--- src/rtl/bcd_seq_ctrl.sv ---
// Sequential multi-digit BCD adder: one 2-digit BCD_Adder is time-shared across
// NUM_BYTES slices, LSB slice first. Optional macro BCD_CHECK_EN adds digit validation.
module BCD_Adder (
  input  logic [7:0] A,
  input  logic [7:0] B,
  input  logic       Cin,
  output logic [7:0] S,
  output logic       c
);
  logic [4:0] lo_raw_s;
  logic [4:0] hi_raw_s;
  logic       lo_c_s;

  // Two decimal digits with +6 correction on each nibble
  always_comb begin
    lo_raw_s = {1'b0, A[3:0]} + {1'b0, B[3:0]} + {4'b0000, Cin};
    lo_c_s   = (lo_raw_s > 5'd9);
    hi_raw_s = {1'b0, A[7:4]} + {1'b0, B[7:4]} + {4'b0000, lo_c_s};
    c        = (hi_raw_s > 5'd9);
    if (lo_c_s) begin
      S[3:0] = lo_raw_s[3:0] + 4'd6;
    end else begin
      S[3:0] = lo_raw_s[3:0];
    end
    if (c) begin
      S[7:4] = hi_raw_s[3:0] + 4'd6;
    end else begin
      S[7:4] = hi_raw_s[3:0];
    end
  end
endmodule

module bcd_seq_ctrl #(
  parameter int NUM_BYTES = 2
) (
  input  logic                   clk,
  input  logic                   rst_n,
  input  logic                   start,
  input  logic [8*NUM_BYTES-1:0] a,
  input  logic [8*NUM_BYTES-1:0] b,
  input  logic                   cin,
  output logic                   ready,
  output logic [8*NUM_BYTES-1:0] sum,
  output logic                   cout,
  output logic                   done,
  output logic                   err
);
  localparam int IDX_W = (NUM_BYTES > 1) ? $clog2(NUM_BYTES) : 1;
  localparam logic [IDX_W-1:0] LAST_IDX = IDX_W'(NUM_BYTES - 1);

  typedef enum logic [1:0] {IDLE = 2'd0, ADD = 2'd1, DONE = 2'd2} state_t;

  state_t                 state_r;
  logic [8*NUM_BYTES-1:0] a_r;
  logic [8*NUM_BYTES-1:0] b_r;
  logic                   cin_r;
  logic                   carry_r;
  logic [IDX_W-1:0]       idx_r;
  logic [7:0]             slice_a_s;
  logic [7:0]             slice_b_s;
  logic                   slice_cin_s;
  logic [7:0]             add_s;
  logic                   add_c_s;

`ifdef BCD_CHECK_EN
  logic err_r;
  assign err = err_r;

  function automatic logic has_bad_digit(input logic [8*NUM_BYTES-1:0] v);
    logic bad;
    bad = 1'b0;
    for (int n = 0; n < 2*NUM_BYTES; n++) begin
      if (v[4*n +: 4] > 4'd9) begin
        bad = 1'b1;
      end
    end
    return bad;
  endfunction
`else
  assign err = 1'b0;
`endif

  // Slice selection for the shared adder
  always_comb begin
    slice_a_s = a_r[{idx_r, 3'b000} +: 8];
    slice_b_s = b_r[{idx_r, 3'b000} +: 8];
    if (idx_r == '0) begin
      slice_cin_s = cin_r;
    end else begin
      slice_cin_s = carry_r;
    end
  end

  BCD_Adder u_adder (
    .A   (slice_a_s),
    .B   (slice_b_s),
    .Cin (slice_cin_s),
    .S   (add_s),
    .c   (add_c_s)
  );

  // Controller FSM with registered outputs
  always_ff @(posedge clk or negedge rst_n) begin
    if (!rst_n) begin
      state_r <= IDLE;
      a_r     <= '0;
      b_r     <= '0;
      cin_r   <= 1'b0;
      carry_r <= 1'b0;
      idx_r   <= '0;
      sum     <= '0;
      cout    <= 1'b0;
      done    <= 1'b0;
      ready   <= 1'b1;
`ifdef BCD_CHECK_EN
      err_r   <= 1'b0;
`endif
    end else begin
      case (state_r)
        IDLE: begin
          if (start) begin
            a_r     <= a;
            b_r     <= b;
            cin_r   <= cin;
            carry_r <= 1'b0;
            idx_r   <= '0;
            sum     <= '0;
            cout    <= 1'b0;
            ready   <= 1'b0;
`ifdef BCD_CHECK_EN
            // Invalid digits bypass the adder entirely
            if (has_bad_digit(a) || has_bad_digit(b)) begin
              err_r   <= 1'b1;
              done    <= 1'b1;
              state_r <= DONE;
            end else begin
              err_r   <= 1'b0;
              state_r <= ADD;
            end
`else
            state_r <= ADD;
`endif
          end else begin
            ready <= 1'b1;
          end
        end
        ADD: begin
          sum[{idx_r, 3'b000} +: 8] <= add_s;
          carry_r <= add_c_s;
          if (idx_r == LAST_IDX) begin
            cout    <= add_c_s;
            done    <= 1'b1;
            state_r <= DONE;
          end else begin
            idx_r <= idx_r + 1'b1;
          end
        end
        DONE: begin
          done    <= 1'b0;
          ready   <= 1'b1;
          state_r <= IDLE;
        end
        default: begin
          done    <= 1'b0;
          ready   <= 1'b1;
          state_r <= IDLE;
        end
      endcase
    end
  end
endmodule

--- config.mk ---
export PLATFORM = sky130hd
export DESIGN_NAME = bcd_seq_ctrl
export DESIGN_NICKNAME = d
export VERILOG_FILES = /design/src/rtl/bcd_seq_ctrl.sv
export SDC_FILE = /design/constraint.sdc
export NUM_CORES = 1
export LEC_CHECK = 0
export BUFFER_PORTS_ARGS = -buffer_cell sky130_fd_sc_hd__buf_2
export CAP_MARGIN = 40
export CORE_UTILIZATION = 51
export DETAILED_ROUTE_END_ITERATION = 10
export GPL_TIMING_DRIVEN = 0
export MAX_ROUTING_LAYER = met4
export PLACE_DENSITY_LB_ADDON = 0.15
export SYNTH_ARGS = -nofsm -noshare
export SYNTH_HDL_FRONTEND = slang
export SYNTH_SLANG_ARGS = --single-unit
--- constraint.sdc ---
create_clock -name clk -period 8.05 [get_ports clk]
set_input_delay 0.4025 -clock clk [delete_from_list [all_inputs] [get_ports clk]]
set_output_delay 0.4025 -clock clk [all_outputs]
set_load 0.01 [all_outputs]
## Word level (Yosys, flattened, before mapping)

Index checks and enable logic that the tools add are counted.

- Reductions and logical operators: 7
- Multiplexer cells: 19
- Bitwise logic cells: 1
- Order comparisons: 2
- Shifts and indexed selects: 4
- Eq/ne operators: 3
- Add/subtract/negate cells: 8

Operators with widths:

| cell | count |
|---|---|
| 16-bit one-hot mux with 2 select lines | 1 |
| 16-bit by 5-bit indexed part select with 8-bit output | 2 |
| 16-bit bitwise mux | 1 |
| 16-bit 2-to-1 mux | 1 |
| 8-bit by 6-bit variable shift with 16-bit output, first input constant | 1 |
| 8-bit by 6-bit indexed part select with 16-bit output | 1 |
| 4-bit by 4-bit adder with 5-bit output | 2 |
| 5-bit by 1-bit adder with 5-bit output | 2 |
| 5-bit by 4-bit > comparator with 1-bit output, second input constant | 2 |
| 1-bit one-hot mux with 2 select lines | 5 |
| 4-bit by 3-bit adder with 4-bit output, second input constant | 2 |
| 4-bit 2-to-1 mux | 2 |
| 2-bit AND reduction | 4 |
| 1-bit 2-to-1 mux | 6 |
| 4-bit negation with 6-bit output | 1 |
| 2-bit 2-to-1 mux | 2 |
| 2-bit inequality test, second input constant | 2 |
| 2-bit one-hot mux with 2 select lines | 1 |
| 3-bit AND reduction | 1 |
| 2-bit by 1-bit equality test with 1-bit output, second input constant | 1 |
| 2-bit zero test | 1 |
| 2-bit nonzero test | 1 |
| 1-bit adder, second input constant | 1 |
| 1-bit NOT | 1 |

- Bits in registers: 56
- Output and inout port bits: 20
- Logic and storage cells: 54
- Bits of input ports: 36

## Logic depth before layout (Yosys ltp)

- Depth after elaboration: 10
- Depth in mapped cells: 18
- Gate-level depth less buffers: 16

## Cells and area by module

From an unflattened synthesis, not the netlist that was laid out.

- Cell total of the unflattened synthesis: 253
- Area, all modules: 2,991.6 µm²

By module, submodules not included:

| module | times used | sequential area each (µm²) | cells each | area each (µm²) |
|---|---|---|---|---|
| bcd_seq_ctrl | 1 | 1,402.6 | 202 | 2,543.7 |
| BCD_Adder | 1 | 0.0 | 51 | 447.9 |

## Worst setup path after synthesis

OpenSTA, ideal clock, no wires.

- Kind: flip-flop to flip-flop
- From: register idx_r
- To: register sum[13]
- Arrival: 4,275 ps
- Path buffers: 2
- Data required time: 7,917 ps
- Slack: 3,642 ps
- Cell stages (with the launch flop): 19
- Period minus slack after synthesis: 4,408 ps
- Setup time: 133 ps
- Cell sequence: dfrtp_1 -> buf_1 -> buf_2 -> mux2i_1 -> fa_1 -> inv_1 -> fa_1 -> xnor2_1 -> nand2_1 -> a21oi_1 -> fa_1 -> inv_1 -> fa_1 -> xnor2_1 -> ha_1 -> a21oi_1 -> o21ai_0 -> a22o_1 -> o211ai_1

- Word-level cells in the longest chain between the ends: 10
- Elaborated cells on any way between the ends: 18
- Those cells by class: add/sub (7); order compare (2); shift (4); mux (5)

RTL lines:

| what | RTL line | source |
|---|---|---|
| from (decl) | 58 | `logic [IDX_W-1:0] idx_r;` |
| from (signal assigned) | 155 | `idx_r <= idx_r + 1'b1;` |
| 16-bit by 5-bit indexed part select with 8-bit output (on tied branches) | 85, 86 |  |
| 4-bit by 4-bit adder with 5-bit output | 16 | `lo_raw_s = {1'b0, A[3:0]} + {1'b0, B[3:0]} + {4'b0000, Cin};` |
| 5-bit by 1-bit adder with 5-bit output | 16 |  |
| 5-bit by 4-bit > comparator with 1-bit output | 17 | `lo_c_s = (lo_raw_s > 5'd9);` |
| 5-bit by 1-bit adder with 5-bit output | 18 | `hi_raw_s = {1'b0, A[7:4]} + {1'b0, B[7:4]} + {4'b0000, lo_c_s};` |
| 4-bit by 3-bit adder with 4-bit output / 5-bit by 4-bit > comparator with 1-bit output (equally long branches) | 26, 19 |  |
| 4-bit 2-to-1 mux | 25 | `if (c) begin` |
| 8-bit by 6-bit indexed part select with 16-bit output | 148 | `sum[{idx_r, 3'b000} +: 8] <= add_s;` |
| 16-bit bitwise mux * | 148 |  |
| 16-bit one-hot mux with 2 select lines * | 119 | `case (state_r)` |
| to (signal, indexed assignment) | 148 |  |
| to (decl) | 43 | `output logic [8*NUM_BYTES-1:0] sum,` |

Every way passes the cells marked *; elsewhere a longest branch is shown, timed or not.
A chain may end at the register's enable or synchronous reset.

## Final worst setup path

- From: register idx_r
- To: register sum[6]

Same word-level chain as after synthesis.

==> impl_metrics.ini <==
[clock_tree]
clockBufferDepth = 2
htree_levels = 2
cts_tree = done
cts.repair.resized = 0
cts-root-buf = clkbuf_8
post_cts_buffers = 0
numCtsBuffers = 5
insertion_delay_ns = 0.31
ctsHoldBuffers = 0
cts.sinks = 56
clk_pin_slew_ns = 0.10

[logic_synthesis]
synth_area_leader_cell = dfrtp_1
synth.top_cell.area_share_pct = 45.89
synth-seq-area-share_pct = 46.77
synth_area_leaders = dfrtp_1 (46%), mux2_2 (17%), ha_1 (3.3%)
synth_top_flop_cell = dfrtp_1
synth_edf_count = 0
synthesis.yosys.warnings = 0
ys_seq_elements = 56
async_flop_share_pct = 100.0
syn_avg_cell_area_um2 = 11.62
syn-cell-area_um2 = 2999
netlist_instances = 258
synthesis.nets = 306
ys_types = 56

[critical_path]
end_kind = flip-flop
cp.required_ns = 8.29
arrival_ns = 5.62
start_kind = flip-flop
r2r_slack_ns = 2.66
path_max_fanout = 10
critPathKind = reg -> reg

[routing]
avgRoutedWirePerCell_um = 15.38
first_iter_violations = 162
ant_nets = 0
first_pass_iters = 4
routed-via-count = 2226
finalWirelength_mm = 6.044
via_per_inst = 5.664
route.detailed.drc = 0

[grt]
grt_pass1_wl_mm = 10.55
antenna_found_initial = 0
grt_max_degree = 33
grt_overflow = 0
grt_pass1_vias = 2167
grt_usage_pct = 22.78

[layout]
nets = 368
diodes = 0
syn_to_final_growth_pct = 15.77
drive_above_1_share_pct = 37.69
final_common_cell = buf_2
mostFrequentLayoutCells = buf_2 (58), dfrtp_1 (55), mux2_2 (45)

[floorplan]
coreArea_um2 = 5574
die_area_um2 = 6191
die_w_um = 78.69
fp-row-count = 27
die_height_um = 78.69
boundaryPins = 56
start_util_pct = 53.80

[placed_design]
hpwl_mm = 4.567
io_buffers = 54
gp_congestion = 0.8491

[timing]
maxSlewViolCount = 0
setup_violations = 0
final.period_utilization_pct = 66.93
hold_viol = 0
fin_crit_ns = 5.388
max_slew_margin_pct = 47.89
fin_tns_setup_ns = 0
rsz0062_at_grt = no
max_freq_mhz = 185.6
worstMarginPinSlew_ns = 0.7800
clock_skew_ns = 0.007851

[job]
maxCapViolCount = 0

[status]
outcome = finished, final reports clean

[min_path]
hp-class = in -> async
[cell type report]
type	count	area [um^2]
clock buffers	6	82.58
multi-input cells	180	1495
inverters	8	30.03
fillers	471	2102
clock inverters	2	10.01
well taps	72	90.09
flip-flops and latches	56	1403
plain buffers	14	71.32
repair buffers	55	290.3
[cells by family (layout without fill, tap and decap cells)]
group | after synthesis | count (layout) | synth area share [%]
xor gates and xnor gates | 2 | 2 | 0.5842
DFF | 56 | 56 | 46.77
AOI/OAI and AO/OA | 53 | 53 | 13.27
adders and majority gates | 12 | 12 | 6.008
other | 1 | 1 | 0.1250
muxes | 50 | 50 | 18.57
and+or+nand+nor | 62 | 62 | 11.31
buffers and inverters | 22 | 85 | 3.379
[stage by stage]
stage          util [%]  setup WS, ns  hold slack, ns  cells  instance area (um^2)
2_1_floorplan         -         3.642          0.1069    258                  2999
3_3_place_gp      60.27         2.824          0.4585    384                  3359
3_5_place_dp      60.63         2.691          0.4398    385                  3379
4_1_cts           62.29         2.680         0.09630    393                  3472
5_1_grt           62.29         2.146          0.1240    393                  3472
6_report          62.29         2.662         0.07495    393                  3472
[worst max-delay path, cell delays in order (launching register included)]
cell and delay [ns]:
dfrtp_1 0.42, buf_1 0.50, buf_2 0.39, mux2i_1 0.32, fa_1 0.27, inv_1 0.06
fa_1 0.46, xnor2_1 0.31, nand2_1 0.19, a21oi_1 0.26, fa_1 0.24, inv_1 0.05
fa_1 0.43, xnor2_1 0.41, ha_1 0.33, a221oi_1 0.36, nand4_1 0.14, o211ai_1 0.15
[path summary, 6_finish.rpt]
kind                        start       to  depth (start not counted)
min in group clk             b[3]   b_r[3]                          2
max in group asynchronous   rst_n   b_r[1]                          2
max                         idx_r   sum[6]                         17
min                         rst_n  sum[15]                          1
max reg2reg                 idx_r   sum[6]                         17
min reg2reg                sum[8]   sum[8]                          2
[state kept, by name, summed over array words and instances (netlist names)]
name,flops
done,1
sum,16
b_r,16
cin_r,1
carry_r,1
idx_r,1
ready,1
a_r,16
state_r,2
cout,1
[synth_stat cells (2+ instances only)]
cell type,number
o21ai_0,9
nand2b_1,4
a21o_1,4
nand3_1,2
a32oi_1,2
nor2_1,7
nand4_1,4
or3_1,5
a21oi_1,5
clkbuf_2,2
ha_1,8
nor3_1,2
o2111ai_1,4
buf_4,3
nand3b_1,3
fa_1,4
dfrtp_1,55
o211a_1,2
inv_1,8
mux2_2,45
a2111o_1,2
o31ai_1,2
clkbuf_1,4
xnor2_1,2
o211ai_1,9
buf_2,4
nand2_1,23
a2bb2oi_1,2
mux2i_1,5
[per-layer routing]
metal	GRT usage [%]	share of wire, %	vias up
met4	6.296	0.96	0
met2	34.78	46	67
met5	-	0	-
met3	3.605	4.8	6
li1	-	-	1073
met1	31.54	49	1080
Power is not shown: default switching activity piles up to over one toggle a cycle in this logic, so the estimate is an artifact.
